--- config.mk ---
export PLATFORM = sky130hd
export DESIGN_NAME = mmio_bus_master
export DESIGN_NICKNAME = d
export VERILOG_FILES = /design/src/rtl/mmio_pkg.sv /design/src/rtl/mmio_bus_master.sv
export SDC_FILE = /design/constraint.sdc
export NUM_CORES = 1
export LEC_CHECK = 0
export BUFFER_PORTS_ARGS = -buffer_cell sky130_fd_sc_hd__buf_2
export CORE_MARGIN = 5
export CORE_UTILIZATION = 55
export DETAILED_ROUTE_END_ITERATION = 8
export PLACE_DENSITY = 0.79
export REMOVE_ABC_BUFFERS = 1
export SLEW_MARGIN = 20
export SYNTH_ARGS = -nofsm -noshare
export SYNTH_HDL_FRONTEND = slang
export SYNTH_SLANG_ARGS = --single-unit
--- constraint.sdc ---
create_clock -name clk -period 5.6 [get_ports clk]
set_input_delay 0.56 -clock clk [delete_from_list [all_inputs] [get_ports clk]]
set_output_delay 0.56 -clock clk [all_outputs]
set_load 0.03 [all_outputs]
--- src/rtl/mmio_pkg.sv ---
// Shared definitions for the MMIO bus master: command op codes, FSM states
// and the peripheral register map it is normally pointed at.
package mmio_pkg;

  typedef enum logic [1:0] {
    OP_WR   = 2'b00,
    OP_RD   = 2'b01,
    OP_POLL = 2'b10,
    OP_RSV  = 2'b11
  } op_e;

  typedef enum logic [2:0] {
    IDLE,
    WRITE,
    READ,
    POLL_RD,
    POLL_WAIT,
    RESP
  } state_e;

  localparam logic [31:0] ADDR_TH         = 32'h4000_0000;
  localparam logic [31:0] ADDR_TL         = 32'h4000_0004;
  localparam logic [31:0] ADDR_TCON       = 32'h4000_0008;
  localparam logic [31:0] ADDR_LED        = 32'h4000_000C;
  localparam logic [31:0] ADDR_SWITCH     = 32'h4000_0010;
  localparam logic [31:0] ADDR_DIGI       = 32'h4000_0014;
  localparam logic [31:0] ADDR_UART_A     = 32'h4000_0018;
  localparam logic [31:0] ADDR_UART_B     = 32'h4000_001C;
  localparam logic [31:0] ADDR_UART_READY = 32'h4000_0020;
  localparam logic [31:0] ADDR_RESULT     = 32'h4000_0024;
  localparam logic [31:0] ADDR_TX_EN      = 32'h4000_0028;

endpackage

--- src/rtl/mmio_bus_master.sv ---
// Word-level bus initiator: single writes, incrementing read bursts and
// masked poll-until-match reads with a timeout, one response per word.
module mmio_bus_master
  import mmio_pkg::*;
#(
  parameter int POLL_MAX = 256,
  parameter int POLL_GAP = 15
) (
  input  logic        clk,
  input  logic        reset,
  input  logic        cmd_valid,
  output logic        cmd_ready,
  input  logic [1:0]  cmd_op,
  input  logic [31:0] cmd_addr,
  input  logic [31:0] cmd_wdata,
  input  logic [31:0] cmd_mask,
  input  logic [7:0]  cmd_count,
  output logic        rsp_valid,
  input  logic        rsp_ready,
  output logic [31:0] rsp_data,
  output logic        rsp_last,
  output logic        rsp_err,
  output logic        bus_rd,
  output logic        bus_wr,
  output logic [31:0] bus_addr,
  output logic [31:0] bus_wdata,
  input  logic [31:0] bus_rdata
);

  state_e      state_q, state_d;
  op_e         op_q, op_d;
  logic [31:0] addr_q, addr_d;
  logic [31:0] wdata_q, wdata_d;
  logic [31:0] mask_q, mask_d;
  logic [7:0]  remaining_q, remaining_d;
  logic [31:0] tries_q, tries_d;
  logic [31:0] gap_q, gap_d;
  logic [31:0] rsp_data_q, rsp_data_d;
  logic        rsp_last_q, rsp_last_d;
  logic        rsp_err_q, rsp_err_d;
  logic [31:0] bus_addr_q, bus_addr_d;
  logic [31:0] bus_wdata_q, bus_wdata_d;

  assign cmd_ready = (state_q == IDLE) && !reset;
  assign rsp_valid = (state_q == RESP);
  assign rsp_data  = rsp_data_q;
  assign rsp_last  = rsp_last_q;
  assign rsp_err   = rsp_err_q;
  assign bus_rd    = (state_q == READ) || (state_q == POLL_RD);
  assign bus_wr    = (state_q == WRITE);
  assign bus_addr  = bus_addr_q;
  assign bus_wdata = bus_wdata_q;

  // Register all FSM state, counters and held response/bus values.
  always_ff @(posedge clk) begin
    if (reset) begin
      state_q     <= IDLE;
      op_q        <= OP_WR;
      addr_q      <= '0;
      wdata_q     <= '0;
      mask_q      <= '0;
      remaining_q <= '0;
      tries_q     <= '0;
      gap_q       <= '0;
      rsp_data_q  <= '0;
      rsp_last_q  <= 1'b0;
      rsp_err_q   <= 1'b0;
      bus_addr_q  <= '0;
      bus_wdata_q <= '0;
    end else begin
      state_q     <= state_d;
      op_q        <= op_d;
      addr_q      <= addr_d;
      wdata_q     <= wdata_d;
      mask_q      <= mask_d;
      remaining_q <= remaining_d;
      tries_q     <= tries_d;
      gap_q       <= gap_d;
      rsp_data_q  <= rsp_data_d;
      rsp_last_q  <= rsp_last_d;
      rsp_err_q   <= rsp_err_d;
      bus_addr_q  <= bus_addr_d;
      bus_wdata_q <= bus_wdata_d;
    end
  end

  // Next-state, counter and response logic; the bus address/data registers
  // only move when a strobe state is entered so they hold between strobes.
  always_comb begin
    state_d     = state_q;
    op_d        = op_q;
    addr_d      = addr_q;
    wdata_d     = wdata_q;
    mask_d      = mask_q;
    remaining_d = remaining_q;
    tries_d     = tries_q;
    gap_d       = gap_q;
    rsp_data_d  = rsp_data_q;
    rsp_last_d  = rsp_last_q;
    rsp_err_d   = rsp_err_q;
    bus_addr_d  = bus_addr_q;
    bus_wdata_d = bus_wdata_q;

    case (state_q)
      IDLE: begin
        if (cmd_valid) begin
          op_d        = op_e'(cmd_op);
          addr_d      = cmd_addr;
          wdata_d     = cmd_wdata;
          mask_d      = cmd_mask;
          remaining_d = (cmd_count == 8'd0) ? 8'd1 : cmd_count;
          tries_d     = '0;
          gap_d       = '0;
          case (cmd_op)
            OP_WR:   state_d = WRITE;
            OP_RD:   state_d = READ;
            OP_POLL: state_d = POLL_RD;
            default: begin
              state_d    = RESP;
              rsp_data_d = '0;
              rsp_err_d  = 1'b1;
              rsp_last_d = 1'b1;
            end
          endcase
        end
      end
      WRITE: begin
        rsp_data_d = '0;
        rsp_err_d  = 1'b0;
        rsp_last_d = 1'b1;
        state_d    = RESP;
      end
      READ: begin
        rsp_data_d = bus_rdata;
        rsp_err_d  = 1'b0;
        rsp_last_d = (remaining_q == 8'd1);
        state_d    = RESP;
      end
      POLL_RD: begin
        tries_d    = tries_q + 32'd1;
        rsp_data_d = bus_rdata;
        rsp_last_d = 1'b1;
        rsp_err_d  = 1'b0;
        if ((bus_rdata & mask_q) == (wdata_q & mask_q)) begin
          state_d = RESP;
        end else if (tries_q + 32'd1 == 32'(POLL_MAX)) begin
          rsp_err_d = 1'b1;
          state_d   = RESP;
        end else if (POLL_GAP == 0) begin
          state_d = POLL_RD;
        end else begin
          gap_d   = '0;
          state_d = POLL_WAIT;
        end
      end
      POLL_WAIT: begin
        if (gap_q == 32'(POLL_GAP - 1)) begin
          state_d = POLL_RD;
        end else begin
          gap_d = gap_q + 32'd1;
        end
      end
      RESP: begin
        if (rsp_ready) begin
          if (op_q == OP_RD && remaining_q > 8'd1) begin
            remaining_d = remaining_q - 8'd1;
            addr_d      = addr_q + 32'd4;
            state_d     = READ;
          end else begin
            state_d = IDLE;
          end
        end
      end
      default: state_d = IDLE;
    endcase

    if (state_d == WRITE || state_d == READ || state_d == POLL_RD) begin
      bus_addr_d = addr_d;
    end
    if (state_d == WRITE) begin
      bus_wdata_d = wdata_d;
    end
  end

endmodule

[Word level (Yosys, flattened, before mapping)]
Cells that the tools add are included.
Word-level totals
  bits in registers: 271
  input bits: 142
  output and inout port bits: 102
  logic and storage cells: 102
Cells by class
  $add $sub $neg: 4
  magnitude comparators: 1
  eq/ne operators: 22
  multiplexer cells: 34
  bitwise gates (word level): 2
  reduce and logical (&&, ||, !) cells: 26
Operators with widths (number)
  32-bit 2-to-1 mux: 11
  32-bit one-hot mux with 3 select lines: 2
  32-bit one-hot mux with 2 select lines: 2
  32-bit by 1-bit adder with 32-bit output (second input constant): 2
  32-bit bitwise AND: 2
  32-bit by 3-bit adder with 32-bit output (second input constant): 1
  32-bit equality test: 1
  32-bit by 4-bit equality test with 1-bit output (second input constant): 1
  32-bit by 9-bit equality test with 1-bit output (second input constant): 1
  8-bit 2-to-1 mux: 4
  8-bit one-hot mux with 2 select lines: 1
  3-bit one-hot mux with 5 select lines: 1
  3-bit by 2-bit equality test with 1-bit output (second input constant): 4
  3-bit nonzero test: 4
  2-bit inequality test (second input constant): 5
  3-bit 2-to-1 mux: 3
  3-bit one-hot mux with 3 select lines: 1
  3-bit AND reduction: 3
  8-bit by 1-bit equality test with 1-bit output (second input constant): 1
  8-bit by 1-bit greater-than comparator with 1-bit output (second input constant): 1
  8-bit zero test: 1
  8-bit by 1-bit subtractor with 8-bit output (second input constant): 1
  3-bit by 1-bit equality test with 1-bit output (second input constant): 2
  3-bit equality test (second input constant): 2
  other kinds (17): 32

[Longest topological paths before layout]
  word-level depth: 8
  depth in mapped cells: 13
  depth with buffers taken out: 10

[Worst setup path before layout]
OpenSTA, ideal clock, no wires.
  path type: reg-to-reg
  start point: register tries_q[0]
  end point: register bus_wdata_q[10], in the netlist bus_wdata[10]
  library setup time: 121 ps
  arrival time: 3174 ps
  required time: 5479 ps
  slack: 2306 ps
  cell stages (with the launch flop): 11
  buffers on the path: 2
  clock period less this slack: 3294 ps
  path through: dfxtp_1 -> ha_1 -> nand3_1 -> or4_1 -> clkbuf_1 -> a211o_1 -> a2111o_1 -> nor4_2 -> o211a_1 -> buf_4 -> mux2_2
On the way
  word-level cells in the longest chain between the ends: 6
Ends and longest elaborated chain
  start: declaration: line mmio_bus_master.sv:36  | logic [31:0] tries_q, tries_d;
  start signal: assignment: line mmio_bus_master.sv:77  | tries_q <= tries_d;
  32-bit by 1-bit adder with 32-bit output: line mmio_bus_master.sv:146  | end else if (tries_q + 32'd1 == 32'(POLL_MAX)) begin
  32-bit by 9-bit equality test with 1-bit output: line mmio_bus_master.sv:146
  1-bit 2-to-1 mux: line mmio_bus_master.sv:146
  1-bit 2-to-1 mux: line mmio_bus_master.sv:144  | if ((bus_rdata & mask_q) == (wdata_q & mask_q)) begin
  3-bit one-hot mux with 5 select lines: line mmio_bus_master.sv:104  | case (state_q)
  3-bit by 1-bit equality test with 1-bit output: line mmio_bus_master.sv:180  | if (state_d == WRITE) begin
  end signal: assignment: line mmio_bus_master.sv:83  | bus_wdata_q <= bus_wdata_d;
  end: declaration: line mmio_bus_master.sv:42  | logic [31:0] bus_wdata_q, bus_wdata_d;
No other way between the ends.
A chain may end at the register's enable or synchronous reset.

[Worst setup path after layout]
  start point: register tries_q[0]
  end point: register bus_wdata_q[3], in the netlist bus_wdata[3]
The elaborated chain is that of the path after synthesis.

==> impl_metrics.py <==
metrics = {
    "status": {
        "status": "completed",
    },
    "final_layout": {
        "area_delta_synth_final_pct": 18.3,
        "drive_gt1_share_pct": 22.0,
        "multi_input_area_um2": 6940,
        "fillerInstances": 1919,
        "seqCellArea_um2": 5430,
        "fin_area_um2": 15200,
        "finalNetCount": 1889,
    },
    "worst_setup_path": {
        "path_class": "register to register",
        "crit_fanout": 27,
        "arrival_ns": 4.65,
        "rrSetupSlack_ns": 1.38,
        "endpoint_kind": "register",
        "r2r_cells": 10,
        "critPathLaunchType": "register",
        "cp.required_ns": 6.03,
    },
    "clocking": {
        "clk_latency_ns": 0.56,
        "cts_buffers": 28,
        "cts_resized": 0,
        "post_cts_buffers": 0,
        "clk_pin_slew_worst_paths_ns": 0.07,
        "root_buffer": "clkbuf_16",
        "cts_hold_buf": 0,
        "cts_tree": "done",
        "cts_num_sinks": 271,
        "htreeDepth": 1,
        "cts_buffer_depth": 3,
    },
    "worst_hold_path": {
        "worstHoldPathCells": 3,
        "hp-class": "input port to register",
    },
    "place": {
        "dpl_worst_slack_ns": 1.44,
        "hpwlAfterDp_um": 25100,
        "placed_area_um2": 14200,
        "globalplace.congestion": 0.965,
        "port_buffers": 243,
    },
    "synthesis": {
        "synth-async-reset-ratio_pct": 0,
        "syn_area_um2": 12900,
        "yosysMostFrequentCell": "dfxtp_1",
        "syn_area_per_cell_um2": 8.26,
        "syn_inst": 1560,
        "yosysUniqueCellTypes": 66,
        "yosysTopAreaCell": "dfxtp_1",
        "synth_top_flop_cell": "dfxtp_1",
        "ys_ff_latch": 271,
        "synth_common_cells": "dfxtp_1, nand2_1, a21oi_1, nor2_1, clkbuf_1",
        "seq_area_frac_synth_pct": 42.1,
        "synth_edf_count": 0,
        "synth.top_cell.area_share_pct": 42.1,
        "synth_area_leaders": "dfxtp_1, nand2_1, a21oi_1",
        "yosysWarnings": 0,
    },
    "sta": {
        "slew_violations": 0,
        "fin_ws_ns": 1.38,
        "timing.final.crit_share_pct": 75.4,
        "grt_setup_unrepaired": "false",
        "timing.fmax_mhz": 237,
        "setup_viol": 0,
        "finalHoldViolations": 0,
        "min_period_ns": 4.22,
        "fin_setup_tns_ns": 0,
        "maxSlewHeadroom_pct": 35.7,
        "worst_slew_pin_slew_ns": 0.965,
        "clock_skew_ns": 0.0232,
    },
    "detailed_routing": {
        "vias": 12400,
        "wirelength_um": 36700,
        "final_antenna_net_count": 0,
        "routedWlPerCell_um": 17.6,
        "drtIter0Drc": 1140,
        "dr.pass1.iters": 6,
        "via_per_inst": 5.95,
        "drc": 0,
    },
    "pwr": {
        "power_leakage_uw": 0.00612,
        "switchingPower_uw": 1420,
        "powerDensity_nw_per_um2": 326,
        "seqPwrFrac_pct": 43.0,
        "swShare_pct": 28.6,
        "internal-power_uw": 3540,
        "pwr-share-comb_pct": 16.6,
        "pwr-share-clk_pct": 40.4,
        "ir_drop_mv": 0.225,
    },
    "global_routing": {
        "grt_overflow_total": 0,
        "grt_pass1_vias": 11600,
        "grt_pass1_wl_um": 58000,
        "track_usage_pct": 26.2,
        "grt_max_degree": 93,
        "antenna_found_initial": 5,
    },
    "floorplanning": {
        "ioPinCount": 244,
        "start_util_pct": 55.4,
        "core-area_um2": 23300,
        "die_area_um2": 26600,
        "die_h_um": 163,
        "rows": 56,
        "die_w_um": 163,
    },
    "job": {
        "maxCapViolations": 0,
    },
}
==> placed cells by master (no fill, tap or decap), types with 6 or more instances in the layout <==
cell type  Yosys  routed
and2_1         6       6
mux2_2        57      57
mux2i_1       11      11
nor2_1       120     118
or4_1          8       8
a22oi_1       65      65
o31ai_1        7       7
nand2_1      212     212
nand3_1       42      41
or2_2          8       8
dfxtp_1      271     271
inv_1         21      21
xor2_1        43      43
a31oi_1       29      29
clkbuf_16      0      28
buf_2          6     242
xnor2_1        8       8
buf_4          4      16
ha_1           9       9
nand4_1       38      38
and3_1        20      19
a21oi_1      150     150
clkbuf_8       0       9
nor4_1        25      25
nor3_1        37      35
o21ai_0       73      73
a211oi_1      13      13
or3_1         17      17
a222oi_1       6       6
nor2b_1       66      65
a311oi_1      23      23
and4_1        10      10
==> state kept, by name, indices dropped and copies added (netlist names), 32 cells and up <==
signal     count
addr_q        32
bus_addr      32
bus_wdata     32
gap_q         32
mask_q        32
rsp_data      32
tries_q       32
wdata_q       32
==> metal layers <==
metal  up-vias  global-route usage [%]  wire [um]
met5         -                       0          0
li1       5980                       -          -
met4         0                    9.19        983
met3        64                    5.00       3070
met2       515                    43.8      17500
met1      5826                    33.9      15200
==> cell families (layout without fill, tap and decap cells) <==
| kind of cell | count (synthesis) | after routing | synth area share (%) |
|---|---|---|---|
| AO/OA/AOI/OAI | 397 | 397 | 19.3 |
| XOR/XNOR | 51 | 51 | 3.47 |
| adder cells (fa/ha/maj) | 9 | 9 | 0.874 |
| buffers and inverters | 134 | 332 | 4.26 |
| flip-flops | 271 | 271 | 42.1 |
| multiplexers | 73 | 73 | 6.27 |
| other | 0 | 5 | 0 |
| AND/OR/NAND/NOR | 625 | 625 | 23.7 |
==> metrics by stage <==
step	hold WS (ns)	utilization [%]	total power, uW	std cells
after floorplan	0.425	-	2670	1448
after global placement	0.440	60.9	2960	2026
after detailed placement	0.446	60.9	2970	2026
after CTS	0.212	65.3	4980	2076
after global routing	0.221	65.5	5160	2082
final	0.228	65.5	4960	2082
==> critical path, cell delays in order (launching register included) <==
cell and delay (ns):
dfxtp_1 0.41, ha_1 0.27, nand3_1 0.24, or4_1 0.71, a211o_1 0.34, a2111o_1 0.41
nor4_2 0.26, buf_4 0.28, o211a_1 0.36, buf_4 0.43, mux2_2 0.39
==> power by group through the flow <==
stage	Combinational (uW)	Sequential (uW)	Clock (uW)
floorplan	428	2240	0
global placement	792	2160	0
detailed placement	803	2170	0
CTS	811	2130	2040
global route	897	2140	2120
finish	825	2130	2010
==> final timing paths <==
check,start,endpoint
max,tries_q[0]$_SDFFE_PP0P_,bus_wdata[3]$_SDFFE_PP0N_
max reg2reg,tries_q[0]$_SDFFE_PP0P_,bus_wdata[3]$_SDFFE_PP0N_
min reg2reg,mask_q[21]$_SDFFE_PP0P_,mask_q[21]$_SDFFE_PP0P_
min,cmd_mask[26],mask_q[26]$_SDFFE_PP0P_
==> area by class of cell <==
class / count / area share [%]
timing repair buffer: 260 / 9.01
multi-input combinational: 1155 / 45.5
sequential: 271 / 35.6
tap: 319 / 2.62
clock inverter: 12 / 1.25
inverter: 22 / 0.542
antenna: 5 / 0.0821
clock buffer: 38 / 5.37
Note: power is estimated with default switching activity, not from simulation.
